File: src/rtl/nekov_pkg.sv
// Shared types for the Neko-V fetch front end: data width, fetch FSM states, buffer entry.
// No logic; constants and typedefs only.
// Consumed by instruction_fetch and fetch_buffer.
package nekov_pkg;

    localparam int XLEN = 32;

    typedef enum logic [1:0] {
        ST_RUN   = 2'd0,
        ST_DRAIN = 2'd1,
        ST_FAULT = 2'd2
    } fetch_state_e;

    typedef struct packed {
        logic [XLEN-1:0] pc;
        logic [XLEN-1:0] data;
        logic            filled;
    } inst_entry_t;

endpackage

File: src/rtl/fetch_buffer.sv
// In-order fetch buffer: alloc at tail on issue, fill on response, pop at head; flush drops all.
// Latency: a fill is visible at head_o the cycle after it is written.
// Backpressure: full_o when DEPTH entries are allocated but not yet popped.
module fetch_buffer
    import nekov_pkg::*;
#(
    parameter int DEPTH = 4
) (
    input  logic                        clk,
    input  logic                        reset,
    input  logic                        alloc_i,
    input  logic [XLEN-1:0]             alloc_pc_i,
    input  logic                        fill_i,
    input  logic [XLEN-1:0]             fill_data_i,
    input  logic                        pop_i,
    input  logic                        flush_i,
    output logic                        full_o,
    output logic [$clog2(DEPTH):0]      outstanding_o,
    output logic                        head_vld_o,
    output inst_entry_t                 head_o
);

    localparam int IW = $clog2(DEPTH);
    localparam int PW = IW + 1;
    localparam logic [PW-1:0] PONE = PW'(1);

    logic [PW-1:0] head_q, fill_q, tail_q;
    logic [PW-1:0] head_d, fill_d, tail_d;
    inst_entry_t   mem_q [DEPTH];

    // Pointer next state; a flush collapses head and fill onto tail so stale entries vanish.
    always_comb begin
        head_d = head_q;
        fill_d = fill_q;
        tail_d = tail_q;
        if (flush_i) begin
            head_d = tail_q;
            fill_d = tail_q;
        end else begin
            if (alloc_i) tail_d = tail_q + PONE;
            if (fill_i)  fill_d = fill_q + PONE;
            if (pop_i)   head_d = head_q + PONE;
        end
    end

    // Pointer registers and entry storage; alloc and fill never target the same slot.
    always_ff @(posedge clk) begin
        if (!reset) begin
            head_q <= '0;
            fill_q <= '0;
            tail_q <= '0;
            for (int i = 0; i < DEPTH; i++) mem_q[i] <= '0;
        end else begin
            head_q <= head_d;
            fill_q <= fill_d;
            tail_q <= tail_d;
            if (!flush_i) begin
                if (alloc_i) begin
                    mem_q[tail_q[IW-1:0]].pc     <= alloc_pc_i;
                    mem_q[tail_q[IW-1:0]].data   <= '0;
                    mem_q[tail_q[IW-1:0]].filled <= 1'b0;
                end
                if (fill_i) begin
                    mem_q[fill_q[IW-1:0]].data   <= fill_data_i;
                    mem_q[fill_q[IW-1:0]].filled <= 1'b1;
                end
            end
        end
    end

    // Full when the pointers alias the same slot on opposite laps.
    assign full_o        = (tail_q[PW-1] != head_q[PW-1]) && (tail_q[IW-1:0] == head_q[IW-1:0]);
    assign outstanding_o = tail_q - fill_q;
    assign head_vld_o    = (head_q != fill_q);
    assign head_o        = head_vld_o ? mem_q[head_q[IW-1:0]] : '0;

endmodule

File: src/rtl/instruction_fetch.sv
// Fetch front end: issues PC-addressed reads, buffers responses in order, hands {inst,pc} to decode.
// Latency: request is combinational from pcIn; response reaches instValid one cycle later.
// Backpressure: stops issuing while DEPTH fetches are unconsumed; optional FETCH_MISALIGN_TRAP_EN adds a misaligned-PC fault.
module instruction_fetch
    import nekov_pkg::*;
#(
    parameter int DEPTH = 4
) (
    input  logic            clk,
    input  logic            reset,
    input  logic [XLEN-1:0] pcIn,
    output logic            pcCountEnable,
    input  logic            redirect,
    output logic            memReqValid,
    output logic [XLEN-1:0] memReqAddr,
    input  logic            memReqReady,
    input  logic            memRspValid,
    input  logic [XLEN-1:0] memRspData,
    output logic            instValid,
    output logic [XLEN-1:0] instData,
    output logic [XLEN-1:0] instPc,
    input  logic            instReady
`ifdef FETCH_MISALIGN_TRAP_EN
    ,
    output logic            instFault
`endif
);

    localparam int PW = $clog2(DEPTH) + 1;
    localparam logic [PW-1:0] PONE = PW'(1);

    fetch_state_e  state_q;
    logic [PW-1:0] discard_q;
    logic [PW-1:0] outstanding;
    logic [PW-1:0] redir_discard;
    logic          buf_full, head_vld, issue_ok, accept, rsp_fill, pop, rsp_early;
    inst_entry_t   head_entry;

    assign issue_ok = (state_q == ST_RUN) && !redirect && !buf_full;

`ifdef FETCH_MISALIGN_TRAP_EN
    logic            misalign, buf_empty;
    logic [XLEN-1:0] fault_pc_q;
    assign misalign    = (pcIn[1:0] != 2'b00);
    assign buf_empty   = !head_vld && (outstanding == '0);
    assign memReqValid = issue_ok && !misalign;
    assign instFault   = (state_q == ST_FAULT);
    assign instPc      = instFault ? fault_pc_q : head_entry.pc;
`else
    assign memReqValid = issue_ok;
    assign instPc      = head_entry.pc;
`endif

    assign memReqAddr    = pcIn;
    assign accept        = memReqValid && memReqReady;
    assign pcCountEnable = accept;
    // A response with nothing outstanding is a protocol error and is ignored.
    assign rsp_fill      = (state_q == ST_RUN) && !redirect && memRspValid && (outstanding != '0);
    assign instValid     = head_vld && head_entry.filled;
    assign instData      = head_entry.data;
    assign pop           = instValid && instReady && !redirect;

    // A response landing in the redirect cycle already retires one of the stale fetches.
    assign rsp_early     = memRspValid && (outstanding != '0);
    assign redir_discard = rsp_early ? (outstanding - PONE) : outstanding;

    fetch_buffer #(.DEPTH(DEPTH)) u_buf (
        .clk          (clk),
        .reset        (reset),
        .alloc_i      (accept),
        .alloc_pc_i   (pcIn),
        .fill_i       (rsp_fill),
        .fill_data_i  (memRspData),
        .pop_i        (pop),
        .flush_i      (redirect),
        .full_o       (buf_full),
        .outstanding_o(outstanding),
        .head_vld_o   (head_vld),
        .head_o       (head_entry)
    );

    // Fetch FSM: RUN issues, DRAIN swallows stale responses after a redirect, FAULT parks on a misaligned PC.
    always_ff @(posedge clk) begin
        if (!reset) begin
            state_q   <= ST_RUN;
            discard_q <= '0;
`ifdef FETCH_MISALIGN_TRAP_EN
            fault_pc_q <= '0;
`endif
        end else begin
            case (state_q)
                ST_RUN: begin
                    if (redirect) begin
                        discard_q <= redir_discard;
                        state_q   <= (redir_discard != '0) ? ST_DRAIN : ST_RUN;
                    end
`ifdef FETCH_MISALIGN_TRAP_EN
                    else if (misalign && buf_empty) begin
                        state_q    <= ST_FAULT;
                        fault_pc_q <= pcIn;
                    end
`endif
                end
                ST_DRAIN: begin
                    // A redirect here issues nothing new, so only stale responses move the count.
                    if (memRspValid) begin
                        if (discard_q <= PONE) begin
                            discard_q <= '0;
                            state_q   <= ST_RUN;
                        end else begin
                            discard_q <= discard_q - PONE;
                        end
                    end
                end
                ST_FAULT: begin
                    if (redirect) state_q <= ST_RUN;
                end
                default: state_q <= ST_RUN;
            endcase
        end
    end

endmodule

File: config.mk
export PLATFORM = sky130hd
export DESIGN_NAME = instruction_fetch
export DESIGN_NICKNAME = d
export VERILOG_FILES = /design/src/rtl/nekov_pkg.sv /design/src/rtl/fetch_buffer.sv /design/src/rtl/instruction_fetch.sv
export SDC_FILE = /design/constraint.sdc
export NUM_CORES = 1
export LEC_CHECK = 0
export BUFFER_PORTS_ARGS = -buffer_cell sky130_fd_sc_hd__buf_2
export CAP_MARGIN = 10
export CORE_MARGIN = 3
export CORE_UTILIZATION = 30
export DETAILED_ROUTE_END_ITERATION = 12
export PLACE_DENSITY = 0.53
export SYNTH_ARGS = -nofsm -noshare
export SYNTH_HDL_FRONTEND = slang
export SYNTH_SLANG_ARGS = --single-unit
File: constraint.sdc
create_clock -name clk -period 5.95 [get_ports clk]
set_input_delay 0.8925 -clock clk [delete_from_list [all_inputs] [get_ports clk]]
set_output_delay 0.8925 -clock clk [all_outputs]
set_load 0.05 [all_outputs]
==> results.md <==
* Setup TNS Final at 0 ns
* IO buf count at 168
* CP Max Fanout at 33
* Num CTS Buffers at 29
* Die area at 45220 sq um
* Clock-pin slew on the worst setup and hold paths at 0.06 ns
* Core ar. at 42040 sq um
* # DRC at 0
* Synthesized area at 12810 sq um
* Nets at 1071
* Worst Hold Depth at 2
* Synthesized flop and latch total at 275
* CP startpoint kind: flop
* Post-synth cell types at 46
* Worst VDD drop at 0.2395 mV
* Layout Skew at 0.01249 ns
* Outcome: complete, no violations
* Std-Cell Rows at 75
* GRT Total Usage at 0.1306
* Final setup vio count at 0
* Post-CTS Repair Setup Buffers at 0
* Synth-to-layout area growth at 16.43%
* RR Startpoint: u_buf.tail_q[0]$_SDFFE_PN0P_
* Sw Ratio at 0.2731
* Synth async-reset ratio at 0
* RSZ-0062 raised after global routing: false
* Die Y at 212.6 um
* Pre-Repair DR Iteration Count at 5
* Net Sw Power at 1285 uW
* TritonCTS clock tree: yes
* Wire per inst at 19.20 um
* Internal at 3421 uW
* Max-slew violation count at 0
* Via count at 7043
* Hold_sp: u_buf.mem_q[1][0]$_SDFFE_PP1P_
* Data required, critical path at 6.19 ns
* Maximum root-to-sink buffer count at 3
* WP data arrival at 4.34 ns
* Number of global-route vias before repair at 7294
* Total Routed Length at 29740 um
* Pleak at 0.005720 uW
* Synth area leaders: edfxtp_1 60%, and2_1 13%, mux4_2 11%
* Clk pwr share at 0.359
* Final hold violation count at 0
* Hold EP: u_buf.mem_q[1][0]$_SDFFE_PP1P_
* Fin util at 0.3548
* Post-synthesis sequential area ratio at 0.6298
* Ys flop type: edfxtp_1
* Clock root buffer: clkbuf_16
* FF-to-FF setup slack at 1.85 ns
* R2R Path End: u_buf.mem_q[3][31]$_DFFE_PP_
* Final-layout fill cell count at 4057
* Slew of the pin with the lowest slew margin at 1.097 ns
* Slew margin rel. at 0.2684
* Number of antenna diodes at 0
* Starting density of the core at 0.3047
* Share of cells above drive strength 1 at 0.2990
* Syn Inst Count at 859
* First-pass GRT wire length at 44730 um
* Placer Congestion at 0.7515
* Initial antenna violation count at 0
* Fmax at 243.7 MHz
* Sequential share of power at 0.482
* Io pins at 169
* CP Class: flop to flop
* Syn Nets at 940
* Max-cap viol count at 0
* # hold bufs at CTS at 0
* Cts repair resizes at 0
* Post-DP HPWL at 17530 um
* Crit. End Element: flop
* PD cells at 315.5 nW/um^2
* Post-layout minimum cycle time at 4.103 ns
* Clock insertion delay at the later pin of the skew report at 0.54 ns
* CTS Sinks at 275
* Post-synth EDFFs at 256
* Final ANT Viol Nets at 0
* Largest net degree at the start of global routing at 66
* R2R depth at 11
* Reg area at 8075 sq um
* Logic pwr share at 0.159
* H-tree Lvls at 1
* Multi-input logic area at 4275 sq um
* Worst min path class: flop to flop
* Avg Cell Area, Syn at 14.91 sq um
* Final Cycle Share at 0.6896
* Vias/cell at 4.547
* Ys Warns at 0
* Overflow after GRT at 0
* Largest area contributor in the netlist: edfxtp_1
* Initial DRC count at 398
* Top-area cell type share of the netlist area at 0.6001
* Die width at 212.6 um
-- cell type report --
class,instances,area share
clock buffers,35,0.05017
clock inverters,16,0.008222
inverters,14,0.003523
multi-input cells,487,0.2867
flip-flops and latches,275,0.5414
well taps,539,0.04522
repair buffers,183,0.06477
-- logic make-up (layout without fill, tap and decap cells) --
family	Yosys count	in the layout	share of synthesized area
AOI/OAI and AO/OA	29	29	0.01670
muxes	71	71	0.1191
and+or+nand+nor	365	365	0.1756
buffers and inverters	97	248	0.03887
adders and majority gates	11	11	0.01133
DFF	275	275	0.6298
xor gates and xnor gates	11	11	0.008595
-- placed cells by master (no fill, tap or decap), types with 2 or more instances in the layout --
cell type,synthesis,final
inv_1,13,13
clkinv_2,0,2
and3_1,6,6
and2_1,257,257
buf_2,11,168
nand3_1,2,2
nor2b_1,66,66
ha_1,10,10
a31oi_1,2,2
nand4_1,2,2
mux4_2,65,65
clkbuf_16,0,29
a21oi_1,8,8
bufinv_16,0,2
clkinvlp_4,0,2
edfxtp_1,256,256
clkinv_1,0,10
dfxtp_1,19,17
xnor2_1,4,4
mux2i_1,5,5
buf_4,32,14
nand2_1,8,7
or3_1,5,3
o21ai_0,5,5
nand2b_2,0,2
clkbuf_1,37,6
nor2_1,11,10
or3_2,1,3
xor2_1,6,6
dfxtp_4,0,2
-- state kept, by name, summed over array words and instances, names as in the netlist, named ones only --
register      cells
discard_q         3
state_q           1
u_buf.head_q      3
u_buf.mem_q     260
u_buf.fill_q      3
u_buf.tail_q      3
-- power groups by stage --
stage          Clock, uW  Sequential (uW)  Combinational, uW
2_1_floorplan          0             2280                573
3_3_place_gp           0             2310                763
3_5_place_dp           0             2310                766
4_1_cts             1740             2270                769
5_1_grt             1810             2280                807
6_report            1690             2270                749
-- critical path, cell delays in order (launching register included) --
cell	delay [ns]
dfxtp_1	0.40
inv_1	0.16
ha_1	0.24
fa_1	0.49
ha_1	0.23
ha_1	0.21
nor4b_4	0.47
nand2_1	0.19
nor2_2	0.11
buf_4	0.32
or2_1	0.71
buf_12	0.24
-- per-stage QoR --
stage / setup WS [ns] / total power [uW] / instances / hold slack (ns) / cell area (sq um)
after floorplan: 0.6801 / 2852 / 859 / 0.4288 / 12810
after global placement: 1.888 / 3071 / 1498 / 0.4521 / 14040
after detailed placement: 1.836 / 3077 / 1498 / 0.4497 / 14040
after CTS: 1.796 / 4782 / 1549 / 0.4599 / 14910
after global routing: 1.532 / 4893 / 1549 / 0.4704 / 14910
final: 1.847 / 4706 / 1549 / 0.4583 / 14910
-- worst max-delay path by stage --
stage / startpoint / endpoint
after CTS: u_buf.tail_q[0]$_SDFFE_PN0P_ / u_buf.mem_q[3][4]$_DFFE_PP_
after global routing: u_buf.tail_q[0]$_SDFFE_PN0P_ / u_buf.mem_q[3][8]$_DFFE_PP_
after floorplan: redirect / u_buf.mem_q[3][10]$_DFFE_PP_
final: u_buf.tail_q[0]$_SDFFE_PN0P_ / u_buf.mem_q[3][31]$_DFFE_PP_
after detailed placement: u_buf.tail_q[0]$_SDFFE_PN0P_ / u_buf.mem_q[3][8]$_DFFE_PP_
after global placement: u_buf.tail_q[0]$_SDFFE_PN0P_ / u_buf.mem_q[3][4]$_DFFE_PP_
-- layer usage --
| metal | global-route usage | vias to the layer above | routed length, um | share of wire |
|---|---|---|---|---|
| li1 | - | 3323 | - | - |
| met1 | 0.1798 | 3532 | 13200 | 0.44 |
| met2 | 0.2196 | 154 | 14530 | 0.49 |
| met3 | 0.01963 | 34 | 1499 | 0.050 |
| met4 | 0.02982 | 0 | 509 | 0.017 |
| met5 | 0 | - | 0 | 0 |
-- synthesized netlist by cell type, types with 2 or more instances --
master,count
a21oi_1,8
a31oi_1,2
and2_1,257
and3_1,6
buf_1,3
buf_2,11
buf_4,32
clkbuf_1,37
dfxtp_1,19
edfxtp_1,256
ha_1,10
inv_1,13
mux2i_1,5
mux4_2,65
nand2_1,8
nand2b_1,3
nand3_1,2
nand4_1,2
nor2_1,11
nor2b_1,66
nor3_1,2
o21ai_0,5
or3_1,5
xnor2_1,4
xor2_1,6
Note: power is estimated with default switching activity, not from simulation.
